$ cat src/rtl/axi_burst_writer.sv
// axi_burst_writer: writes the upstream word stream to the frame buffer as fixed-length AXI4 INCR bursts.
// One burst is outstanding at a time; addresses advance linearly and wrap at the frame end or restart on frame_i.
module axi_burst_writer #(
  parameter int W = 64,
  parameter int AW = 32,
  parameter int BURST = 16,
  parameter logic [AW-1:0] BASE = 32'h1000_0000,
  parameter logic [AW-1:0] FRAME_BYTES = 32'h0060_0000
) (
  input  logic            clk_i,
  input  logic            rst_ni,
  input  logic            srst_i,
  input  logic            frame_i,
  input  logic            in_val_i,
  input  logic [W-1:0]    in_data_i,
  output logic            in_rdy_o,
  output logic [AW-1:0]   awaddr_o,
  output logic [7:0]      awlen_o,
  output logic [2:0]      awsize_o,
  output logic [1:0]      awburst_o,
  output logic            awvalid_o,
  input  logic            awready_i,
  output logic [W-1:0]    wdata_o,
  output logic [W/8-1:0]  wstrb_o,
  output logic            wlast_o,
  output logic            wvalid_o,
  input  logic            wready_i,
  input  logic [1:0]      bresp_i,
  input  logic            bvalid_i,
  output logic            bready_o,
  output logic            err_o,
  output logic            busy_o
);
  localparam int BW = $clog2(BURST + 1);
  localparam logic [AW-1:0] STEP = AW'(BURST * W / 8);
  localparam logic [AW-1:0] LIMIT = BASE + FRAME_BYTES;
  localparam logic [BW-1:0] LAST = BW'(BURST - 1);
  typedef enum logic [1:0] {IDLE, ADDR, DATA, RESP} state_t;
  state_t state, state_nxt;
  logic [AW-1:0] addr, start, inc;
  logic [BW-1:0] beat;
  logic pend, issue, beat_hs;
  assign issue = state == IDLE && in_val_i;
  assign beat_hs = state == DATA && in_val_i && wready_i;
  // a pending or same-cycle frame pulse restarts the burst at BASE
  assign start = (pend || frame_i) ? BASE : addr;
  assign inc = start + STEP;
  always_ff @(posedge clk_i or negedge rst_ni)
    if (!rst_ni) state <= IDLE;
    else state <= srst_i ? IDLE : state_nxt;
  always_comb begin
    state_nxt = state;
    case (state)
      IDLE: state_nxt = in_val_i ? ADDR : IDLE;
      ADDR: state_nxt = awready_i ? DATA : ADDR;
      DATA: state_nxt = (beat_hs && beat == LAST) ? RESP : DATA;
      RESP: state_nxt = bvalid_i ? IDLE : RESP;
      default: state_nxt = IDLE;
    endcase
  end
  always_comb begin
    awvalid_o = state == ADDR;
    wvalid_o = state == DATA && in_val_i;
    in_rdy_o = state == DATA && wready_i;
    wlast_o = state == DATA && beat == LAST;
    bready_o = state == RESP;
    busy_o = state != IDLE;
    wdata_o = in_data_i;
    wstrb_o = '1;
    awlen_o = 8'(BURST - 1);
    awsize_o = 3'($clog2(W / 8));
    awburst_o = 2'b01;
  end
  always_ff @(posedge clk_i or negedge rst_ni)
    if (!rst_ni) begin
      addr <= BASE;
      awaddr_o <= BASE;
      beat <= '0;
      pend <= 1'b0;
      err_o <= 1'b0;
    end else if (srst_i) begin
      addr <= BASE;
      awaddr_o <= BASE;
      beat <= '0;
      pend <= 1'b0;
      err_o <= 1'b0;
    end else begin
      if (issue) begin
        awaddr_o <= start;
        addr <= (inc == LIMIT) ? BASE : inc;
      end
      pend <= issue ? 1'b0 : pend | frame_i;
      if (beat_hs) beat <= (beat == LAST) ? '0 : beat + BW'(1);
      if (state == RESP && bvalid_i && bresp_i != 2'b00) err_o <= 1'b1;
    end
endmodule
$ cat config.mk
export PLATFORM = sky130hd
export DESIGN_NAME = axi_burst_writer
export DESIGN_NICKNAME = d
export VERILOG_FILES = /design/src/rtl/axi_burst_writer.sv
export SDC_FILE = /design/constraint.sdc
export NUM_CORES = 1
export LEC_CHECK = 0
export ABC_AREA = 1
export BUFFER_PORTS_ARGS = -buffer_cell sky130_fd_sc_hd__buf_2
export CELL_PAD_IN_SITES_DETAIL_PLACEMENT = 1
export CELL_PAD_IN_SITES_GLOBAL_PLACEMENT = 1
export CORE_MARGIN = 2
export CORE_UTILIZATION = 36
export CTS_CLUSTER_DIAMETER = 60
export DETAILED_ROUTE_END_ITERATION = 6
export GPL_TIMING_DRIVEN = 0
export PLACE_DENSITY = 0.84
export SLEW_MARGIN = 20
export SYNTH_ARGS = -nofsm -noshare
export SYNTH_HDL_FRONTEND = slang
export SYNTH_SLANG_ARGS = --single-unit
$ cat constraint.sdc
create_clock -name clk_i -period 5.1 [get_ports clk_i]
set_input_delay 1.275 -clock clk_i [delete_from_list [all_inputs] [get_ports clk_i]]
set_output_delay 1.275 -clock clk_i [all_outputs]
set_load 0.01 [all_outputs]
==> results of run 1 <==
[per-layer routing]
layer / GRT usage / vias up / part of all wire / routed length (um)
met5: 0 / - / 0 / 0
met4: 0.0892 / 0 / 0.026 / 346
met3: 0.0453 / 26 / 0.062 / 840
met2: 0.373 / 159 / 0.51 / 6880
met1: 0.237 / 2123 / 0.40 / 5480
li1: - / 2090 / - / -
[sequential cells by signal, indices dropped and copies added (netlist names)]
register and flops:
err_o 1, beat 5, state 2, awaddr_o 32, addr 32, pend 1
[cells by family after synthesis]
| group | count (synthesis) |
|---|---|
| buffers and inverters | 157 |
| AO/OA/AOI/OAI | 77 |
| other | 2 |
| adder cells (fa/ha/maj) | 2 |
| AND/OR/NAND/NOR | 297 |
| flip-flops | 73 |
[layout by cell type (no fill, tap or decap), types with 3 or more instances in the layout]
cell       Yosys  layout
nand2_1      184     184
nand3b_1       7       7
dfrtp_1       71      71
clkbuf_16      0       9
conb_1         2      21
nand3_1       25      25
o22ai_1        7       7
nand3_2        4       4
buf_2          2     112
nor2_2         9       9
nor2_4         3       3
o21ai_0       58      58
nand4_1        3       3
clkbuf_1      12      13
inv_1         50      50
a21oi_1        6       6
inv_2          4       4
nor2_1        57      57
buf_4         86      87
[power by group]
group | internal [mW] | switching [mW]
Combinational | 0.0788 | 0.104
Sequential | 0.583 | 0.00352
Clock | 0.406 | 0.251
[how the worst max path moves through the flow]
stage	from	endpoint	slack, ns	cells past startpoint
2_1_floorplan	frame_i	addr[21]	1.98	18
3_3_place_gp	frame_i	addr[21]	1.13	19
3_5_place_dp	frame_i	addr[21]	1.08	19
4_1_cts	frame_i	addr[21]	1.39	19
5_1_grt	frame_i	addr[21]	1.17	19
6_report	frame_i	addr[21]	1.39	19
[through the flow]
step           std cells  cell area, um^2  hold slack [ns]  setup slack [ns]
2_1_floorplan        627             4540            0.453              1.98
3_3_place_gp         906             5300            0.466              1.13
3_5_place_dp         907             5330            0.473              1.08
4_1_cts              923             5640            0.486              1.39
5_1_grt              923             5640            0.503              1.17
6_report             923             5640            0.484              1.39
[worst reg2reg max path, cell delays in order, from the launching register on]
cell and delay, ns:
dfrtp_1 0.39, nor2_4 0.11, buf_6 0.16, inv_2 0.10
nor2_1 0.17, ha_1 0.20, nand2_1 0.11, inv_1 0.07
nand3_1 0.15, nor2_4 0.26, nand2_1 0.12, nor2_1 0.29
nand3_1 0.11, nand2_1 0.15, nand2_1 0.07, nor2_1 0.17
nand3_1 0.15, nand2_1 0.08, nand2_1 0.05
[area by class of cell]
| type | count | area share |
|---|---|---|
| multi-input cells | 397 | 0.315 |
| repair buffers | 112 | 0.104 |
| clock buffers | 12 | 0.0455 |
| clock inverters | 4 | 0.00909 |
| flip-flops and latches | 73 | 0.324 |
| well taps | 168 | 0.0373 |
| inverters | 55 | 0.0366 |
| plain buffers | 102 | 0.129 |
==> impl_metrics.env, run 1 <==
export IMPL_ys_seq_elements=73
export IMPL_hpwlAfterDp_um=10400
export IMPL_post_cts_buffers=0
export IMPL_maxCapViolCount=0
export IMPL_cts_resized=0
export IMPL_drt_iter0_markers=118
export IMPL_drcViolationCount=0
export IMPL_synthToLayoutAreaGrowth_pct=26.3
export IMPL_rsz0062_at_grt="false"
export IMPL_worst_path_most_repeated_cell="nand2_1"
export IMPL_worstPathMaxFanout=10
export IMPL_cp_arrival_ns=3.94
export IMPL_async_flop_share=1.00
export IMPL_p_leak_nw=2.98
export IMPL_numCtsBuffers=9
export IMPL_post_synth_cell_area_avg_um2=7.35
export IMPL_die_w_um=115
export IMPL_root_buffer="clkbuf_16"
export IMPL_cts_tree="yes"
export IMPL_finalNetCount=826
export IMPL_worstReg2RegStart="pend"
export IMPL_r2r_end="addr[21]"
export IMPL_die_h_um=115
export IMPL_via_count=4398
export IMPL_synth_xor_area_frac=0
export IMPL_synthAdderAreaFrac=0.00560
export IMPL_grt_max_degree=49
export IMPL_clock_latency_ns=0.34
export IMPL_wl_per_cell_um=14.7
export IMPL_yosysSeqAreaShare=0.410
export IMPL_max_freq_ghz=0.270
export IMPL_worstMarginPinSlew_ns=0.754
export IMPL_cts_sinks=73
export IMPL_antenna_cells=0
export IMPL_worst_setup_path_type="in2reg"
export IMPL_rows=40
export IMPL_finalSetupViolations=0
export IMPL_synth_edf_count=0
export IMPL_hold_depth=2
export IMPL_hold_viol_final=0
export IMPL_finalMaxSlewViolations=0
export IMPL_ir_drop_v=0.000175
export IMPL_overflow=0
export IMPL_netlist_area_um2=4470
export IMPL_final_period_utilization=0.727
export IMPL_crit_chain="buf_2 -> nor2_4 -> buf_6 -> inv_2 -> nor2_1 -> ha_1 -> nand2_1 -> inv_1 -> nand3_1 -> nor2_4 -> nand2_1 -> nor2_1 -> nand3_1 -> nand2_1 -> nand2_1 -> nor2_1 -> nand3_1 -> nand2_1 -> nand2_1"
export IMPL_multi_input_area_um2=1780
export IMPL_min_from="awaddr_o[31]"
export IMPL_layout_drive_gt1_share=0.318
export IMPL_ys_warn_count=0
export IMPL_relSlewSlack=0.496
export IMPL_power_density_nw_per_um2=253
export IMPL_skew_ns=0.00758
export IMPL_place_gp_congestion=0.867
export IMPL_max_stage_delay_ns=0.29
export IMPL_synth_area_mux_share=0
export IMPL_final_setup_tns_ns=0
export IMPL_synth_top_family_by_area="simple AND/OR/NAND/NOR gates"
export IMPL_yosys_area_top_type="dfrtp_1"
export IMPL_wl_um=13500
export IMPL_synth_distinct_cells=32
export IMPL_synth_area_leaders="dfrtp_1 (40%), nand2_1 (15%), buf_4 (14%)"
export IMPL_coreArea_um2=12100
export IMPL_start_kind="input pin"
export IMPL_synth_most_common_cell="nand2_1"
export IMPL_final_util=0.468
export IMPL_slowest_stage="nor2_1"
export IMPL_holdBufCountCts=0
export IMPL_synth_main_ff_cell="dfrtp_1"
export IMPL_start_util=0.370
export IMPL_antenna_left=0
export IMPL_regToRegSetupSlack_ns=2.07
export IMPL_reg2regPathDepth=18
export IMPL_firstDrtPassIters=4
export IMPL_synth_common_cells="nand2_1 (184), buf_4 (86), dfrtp_1 (71), o21ai_0 (58), nor2_1 (57)"
export IMPL_critical_path_buf_inv_count=4
export IMPL_required_ns=5.34
export IMPL_numPortBuffers=111
export IMPL_antenna_found_initial=0
export IMPL_htreeDepth=3
export IMPL_status="finished, final reports clean"
export IMPL_synth_compound_area_frac=0.0916
export IMPL_hold_end="awaddr_o[31]"
export IMPL_grt_pass1_vias=4498
export IMPL_design_power_total_mw=1.43
export IMPL_vias_per_cell=4.76
export IMPL_io_pins=198
export IMPL_dieArea_um2=13300
export IMPL_grt_pass1_wl_um=21600
export IMPL_critPathCaptureType="register"
export IMPL_cp_top_family="simple AND/OR/NAND/NOR gates"
export IMPL_seq_area_um2=1830
export IMPL_syn_inst=608
export IMPL_synth_top_area_share=0.398
export IMPL_finalWorstPathRequiredPeriod_ns=3.71
export IMPL_n_fill_cell=1563
export IMPL_synth_simple_gate_area_frac=0.283
export IMPL_clk_path_buf_depth=2
export IMPL_track_usage=0.208
export IMPL_holdCritPathClass="reg2reg"
export IMPL_clkTransAtPathRegs_ns=0.06
Note: power is estimated with default switching activity, not from simulation.
==> run 2, diff against run 1 <==
CORE_UTILIZATION = 30   (was 36)
PLACE_DENSITY = 0.75   (was 0.84)
clock period = 3.4 ns   (was 5.1 ns; I/O delays follow)
==> run 2 against run 1 <==
Compared with the run above:
- worst setup slack worse by 1.1 ns
- critical path depth stayed put
- clock power is 47% higher
- combinational power is 49% higher
- flip-flop and latch count stayed put
- first-iteration DRC count is 32% higher
- worst hold slack worse by 0.098 ns
- total power is 48% higher
- critical path type unchanged
- critical endpoint is now addr[22]
- largest cell class unchanged
==> impl_metrics.env, run 2 (synthesis gave the netlist of run 1 again) <==
export IMPL_required_ns=3.64
export IMPL_grt_max_degree=55
export IMPL_finalMaxSlewViolations=0
export IMPL_root_buffer="clkbuf_16"
export IMPL_final_period_utilization=0.901
export IMPL_clock_latency_ns=0.35
export IMPL_rows=44
export IMPL_firstDrtPassIters=4
export IMPL_max_stage_delay_ns=0.23
export IMPL_final_area_um2=5660
export IMPL_max_freq_ghz=0.327
export IMPL_cp_arrival_ns=3.30
export IMPL_holdBufCountCts=0
export IMPL_place_gp_congestion=0.886
export IMPL_final_util=0.390
export IMPL_regToRegSetupSlack_ns=0.58
export IMPL_critPathCaptureType="register"
export IMPL_clk_path_buf_depth=2
export IMPL_worstPathMaxFanout=10
export IMPL_grt_pass1_wl_um=20900
export IMPL_track_usage=0.165
export IMPL_coreArea_um2=14500
export IMPL_grt_pass1_vias=4172
export IMPL_hpwlAfterDp_um=10200
export IMPL_power_density_nw_per_um2=374
export IMPL_relSlewSlack=0.488
export IMPL_finalSetupViolations=0
export IMPL_vias_per_cell=4.54
export IMPL_cp_depth=19
export IMPL_synthToLayoutAreaGrowth_pct=26.8
export IMPL_layout_drive_gt1_share=0.320
export IMPL_r2r_end="addr[22]"
export IMPL_die_w_um=126
export IMPL_start_util=0.307
export IMPL_numCtsBuffers=9
export IMPL_finalNetCount=827
export IMPL_ir_drop_v=0.000238
export IMPL_cts_sinks=73
export IMPL_hold_viol_final=0
export IMPL_top_regs="addr (32), awaddr_o (32), beat (5)"
export IMPL_status="finished, final reports clean"
export IMPL_layout_commonest_cell="nand2_1"
export IMPL_overflow=0
export IMPL_start_kind="input pin"
export IMPL_io_pins=198
export IMPL_drt_iter0_markers=156
export IMPL_holdCritPathClass="in2async"
export IMPL_most_common_layout_cells="nand2_1 (184), buf_2 (112), buf_4 (88), dfrtp_1 (71), o21ai_0 (58)"
export IMPL_dieArea_um2=15900
export IMPL_rsz0062_at_grt="false"
export IMPL_wl_per_cell_um=13.7
export IMPL_cts_tree="yes"
export IMPL_drcViolationCount=0
export IMPL_clkTransAtPathRegs_ns=0.06
export IMPL_worstReg2RegStart="pend"
export IMPL_finalWorstPathRequiredPeriod_ns=3.06
export IMPL_maxCapViolCount=0
export IMPL_worst_path_most_repeated_cell="nand2_1"
export IMPL_wl_um=12900
export IMPL_crit_chain="buf_2 -> nor2_4 -> buf_6 -> inv_2 -> nor2_1 -> ha_1 -> nand2_1 -> inv_1 -> nand3_1 -> nor2_4 -> nand2_1 -> nor2_2 -> nand3_1 -> nand2_1 -> nand2_1 -> nor2_1 -> nand3_1 -> nand2_1 -> nand2_1"
export IMPL_startpoint="frame_i"
export IMPL_slowest_stage="nor2_4"
export IMPL_critical_path_buf_inv_count=4
export IMPL_antenna_cells=0
export IMPL_htreeDepth=3
export IMPL_numPortBuffers=111
export IMPL_placed_cell_area_um2=5350
export IMPL_reg2regPathDepth=18
export IMPL_antenna_left=0
export IMPL_skew_ns=0.00902
export IMPL_p_leak_nw=2.97
export IMPL_via_count=4271
export IMPL_worstMarginPinSlew_ns=0.765
export IMPL_cp_top_family="simple AND/OR/NAND/NOR gates"
export IMPL_worst_setup_path_type="in2reg"
export IMPL_design_power_total_mw=2.12
export IMPL_die_h_um=126
export IMPL_antenna_found_initial=0
-- run 2: metrics by stage --
step | cells | worst slack, ns | hold slack (ns) | setup TNS [ns]
after floorplan | 627 | 0.707 | 0.453 | 0
after global placement | 922 | 0.0660 | 0.462 | 0
after detailed placement | 923 | -0.0983 | 0.468 | -0.194
after CTS | 939 | 0.260 | 0.389 | 0
after global routing | 940 | 0.0204 | 0.397 | 0
final | 940 | 0.338 | 0.386 | 0
-- run 2: worst reg2reg max path, cell delays in order (launching register included) --
cell and delay (ns):
dfrtp_1 0.39, nor2_4 0.12, buf_6 0.17, inv_2 0.10, nor2_1 0.16, ha_1 0.19, nand2_1 0.11, inv_1 0.08
nand3_1 0.15, nor2_4 0.23, nand2_1 0.13, nor2_2 0.21, nand3_1 0.10, nand2_1 0.11, nand2_1 0.10, nor2_1 0.10
nand3_1 0.13, nand2_1 0.09, nand2_1 0.05
-- run 2: power breakdown --
group          switching (mW)  total (mW)  leakage [nW]  internal [mW]
clock network           0.379       0.965         0.142          0.585
logic                   0.154       0.272          1.82          0.118
registers             0.00569       0.880          1.01          0.874
total                   0.539        2.12          2.97           1.58
-- run 2: how the worst max path moves through the flow --
stage                    end
finish              addr[22]
global route        addr[22]
CTS                 addr[22]
detailed placement  addr[22]
global placement    addr[22]
floorplan           addr[21]
-- run 2: area by class of cell --
type                       count  area (um^2)
multi-input combinational    397         1780
clock buffer                  11          243
timing repair buffer         113          593
buffer                       102          727
sequential                    73         1830
tap                          184          230
fill                        1853         8870
inverter                      55          206
clock inverter                 5         55.1
-- run 2: repair_timing --
item,in CTS,in global routing
setup buffers,0,1
endpoints found under the hold margin,0,0
resized for setup,0,1
endpoints found under the setup margin,0,1
-- run 2: metal layers --
metal	track usage	share of wire	vias up	routed length (um)
met3	0.0459	0.066	14	847
met1	0.211	0.45	2015	5780
met2	0.269	0.47	141	6070
met5	0	0	-	0
met4	0.0562	0.015	0	198
li1	-	-	2101	-
==> run 3, diff against run 2 <==
ABC_AREA = default   (was 1)
CORE_UTILIZATION = 31   (was 30)
PLACE_DENSITY = 0.74   (was 0.75)
==> run 3 against run 2 <==
Compared with the run above:
- sequential share of layout area is essentially flat
- flip-flop and latch count is the same
- sequential power is essentially flat
- largest cell class is now multi-input gates
- first-iteration DRC count shrank 15%
- cell count shrank 15%
- clock power shrank 2%
==> impl_metrics.env, run 3 <==
export IMPL_overflow=0
export IMPL_relSlewSlack=0.449
export IMPL_clock_latency_ns=0.34
export IMPL_synth_common_cells="buf_4 (85), dfrtp_1 (71), nand2_1 (41), o21ai_0 (34), a22o_1 (31)"
export IMPL_layout_commonest_cell="buf_2"
export IMPL_async_flop_share=1.00
export IMPL_grt_max_degree=44
export IMPL_finalNetCount=694
export IMPL_synth_main_ff_cell="dfrtp_1"
export IMPL_cts_tree="yes"
export IMPL_antenna_cells=0
export IMPL_finalSetupViolations=0
export IMPL_final_period_utilization=0.949
export IMPL_status="finished, final reports clean"
export IMPL_ys_warn_count=0
export IMPL_wl_per_cell_um=16.1
export IMPL_finalWorstPathRequiredPeriod_ns=3.23
export IMPL_top_usage_layer="met2"
export IMPL_worst_path_most_repeated_cell="or4_1"
export IMPL_fin_ws_ns=0.174
export IMPL_post_synth_cell_area_avg_um2=9.26
export IMPL_synth_distinct_cells=59
export IMPL_ir_drop_v=0.000227
export IMPL_htreeDepth=3
export IMPL_holdCritPathClass="in2async"
export IMPL_coreArea_um2=13800
export IMPL_worstMarginPinSlew_ns=0.827
export IMPL_yosys_area_top_type="dfrtp_1"
export IMPL_most_common_layout_cells="buf_2 (116), buf_4 (96), dfrtp_1 (71), nand2_1 (41), o21ai_0 (34)"
export IMPL_top_regs="addr (32), awaddr_o (32), beat (5)"
export IMPL_firstDrtPassIters=4
export IMPL_met2_usage=0.290
export IMPL_power_density_nw_per_um2=375
export IMPL_yosysSeqAreaShare=0.423
export IMPL_dieArea_um2=14900
export IMPL_switching_share=0.250
export IMPL_numCtsBuffers=9
export IMPL_synth_top_area_share=0.411
export IMPL_regToRegSetupSlack_ns=0.37
export IMPL_worst_setup_path_type="in2reg"
export IMPL_required_ns=3.61
export IMPL_root_buffer="clkbuf_16"
export IMPL_ys_seq_elements=73
export IMPL_maxCapViolCount=0
export IMPL_reg2regPathDepth=11
export IMPL_place_gp_congestion=0.877
export IMPL_start_util=0.314
export IMPL_drt_iter0_markers=133
export IMPL_final_util=0.412
export IMPL_antenna_left=0
export IMPL_grt_pass1_wl_um=19900
export IMPL_track_usage=0.173
export IMPL_crit_chain="buf_2 -> nor2_4 -> buf_8 -> and2_4 -> ha_4 -> nand3_4 -> or4_1 -> buf_4 -> o41a_1 -> or4_1 -> o211ai_2 -> o31ai_1"
export IMPL_hpwlAfterDp_um=9450
export IMPL_p_leak_nw=2.88
export IMPL_grt_pass1_vias=3805
export IMPL_cts_sinks=73
export IMPL_hold_viol_final=0
export IMPL_antenna_found_initial=0
export IMPL_synth_most_common_cell="buf_4"
export IMPL_drcViolationCount=0
export IMPL_start_kind="input pin"
export IMPL_pwr_share_comb=0.139
export IMPL_power_switching_uw=531
export IMPL_synthToLayoutAreaGrowth_pct=31.1
export IMPL_die_w_um=122
export IMPL_grtUsageMet3=0.0393
export IMPL_wl_um=12900
export IMPL_die_h_um=122
export IMPL_io_pins=198
export IMPL_max_freq_ghz=0.310
export IMPL_vias_per_cell=4.86
export IMPL_pwr_share_clk=0.447
export IMPL_synth_area_leaders="dfrtp_1 (41%), buf_4 (15%), a22o_1 (6.3%)"
export IMPL_worstReg2RegStart="pend"
export IMPL_sequentialPowerShare=0.415
export IMPL_p_int_mw=1.59
export IMPL_clkTransAtPathRegs_ns=0.06
export IMPL_layout_drive_gt1_share=0.401
export IMPL_rows=43
export IMPL_cp_arrival_ns=3.43
export IMPL_critPathCaptureType="register"
export IMPL_clk_path_buf_depth=2
export IMPL_synth_edf_count=0
export IMPL_max_stage_delay_ns=0.50
export IMPL_final_setup_tns_ns=0
export IMPL_numPortBuffers=112
export IMPL_skew_ns=0.00841
export IMPL_rsz0062_at_grt="false"
export IMPL_netlist_area_um2=4320
export IMPL_whs_ns=0.447
export IMPL_worstPathMaxFanout=6
export IMPL_via_count=3901
export IMPL_slowest_stage="or4_1"
export IMPL_r2r_end="addr[21]"
export IMPL_syn_inst=467
export IMPL_place_ws_ns=-0.792
export IMPL_use_met1=0.222
export IMPL_finalMaxSlewViolations=0
## run 3: cell types whose count changed after synthesis, sizes merged, moves of 11 or more
cell / before / now
nand2: 185 / 41
inv: 54 / 6
a22o: 1 / 31
a21oi: 6 / 17
and2: 0 / 14
nor2: 69 / 21
and3: 1 / 12
o21ai: 59 / 35
## run 3: final cells by class
class	instances	area (um^2)
Tap cell	180	225
Buffer	111	766
Multi-Input combinational cell	295	1880
Inverter	6	22.5
Clock inverter	3	40.0
Clock buffer	13	250
Fill cell	1649	8100
Timing Repair Buffer	122	658
Sequential cell	73	1830
## run 3: per-layer routing
metal / part of all wire / vias up
met2: 0.49 / 154
met4: 0.014 / 0
met1: 0.43 / 1877
li1: - / 1854
met5: 0 / -
met3: 0.065 / 16
## run 3: critical path: cells and delay by family
family / cells / cell delay [ns]
buffers and inverters: 3 / 0.44
AO/OA/AOI/OAI: 3 / 0.68
AND/OR/NAND/NOR: 5 / 1.28
adder cells (fa/ha/maj): 1 / 0.17
## run 3: cells by family after synthesis
group                    count (synthesis)  share of synthesized area
AND/OR/NAND/NOR                        148                      0.184
multiplexers                             4                    0.00984
XOR/XNOR                                 8                     0.0162
other                                    2                    0.00174
flip-flops                              73                      0.423
buffers and inverters                  118                      0.180
AO/OA/AOI/OAI                          112                      0.179
adder cells (fa/ha/maj)                  2                    0.00579
## run 3: worst max path at each step
stage                     startpoint       end  slack, ns  depth (start not counted)
after floorplan              frame_i  addr[21]      -0.07                         12
after global placement       frame_i  addr[22]      -0.76                         15
after detailed placement     frame_i  addr[22]      -0.79                         15
after CTS                    frame_i  addr[21]       0.09                         12
after global routing         frame_i  addr[21]       0.03                         15
final                        frame_i  addr[21]       0.17                         12
## run 3: through the flow
stage,power (mW),cell area [um^2],instances
floorplan,1.08,4450,486
detailed placement,1.19,5270,779
finish,2.12,5670,803
global placement,1.17,5240,778
global route,2.21,5670,803
CTS,2.14,5630,801
## run 3: power by group through the flow
| stage | combinational (mW) | clock, mW | sequential, mW |
|---|---|---|---|
| floorplan | 0.181 | 0 | 0.895 |
| global placement | 0.279 | 0 | 0.895 |
| detailed placement | 0.290 | 0 | 0.896 |
| CTS | 0.293 | 0.965 | 0.880 |
| global route | 0.323 | 1.00 | 0.881 |
| finish | 0.294 | 0.949 | 0.880 |
## run 3: repair_timing
action                                  CTS  global route
resized for setup                         5             6
hold buffers                              0             0
pin swaps                                 6             4
endpoints found under the setup margin    2             2
buffers inserted                          7             2
hold endpoints to repair                  0             0
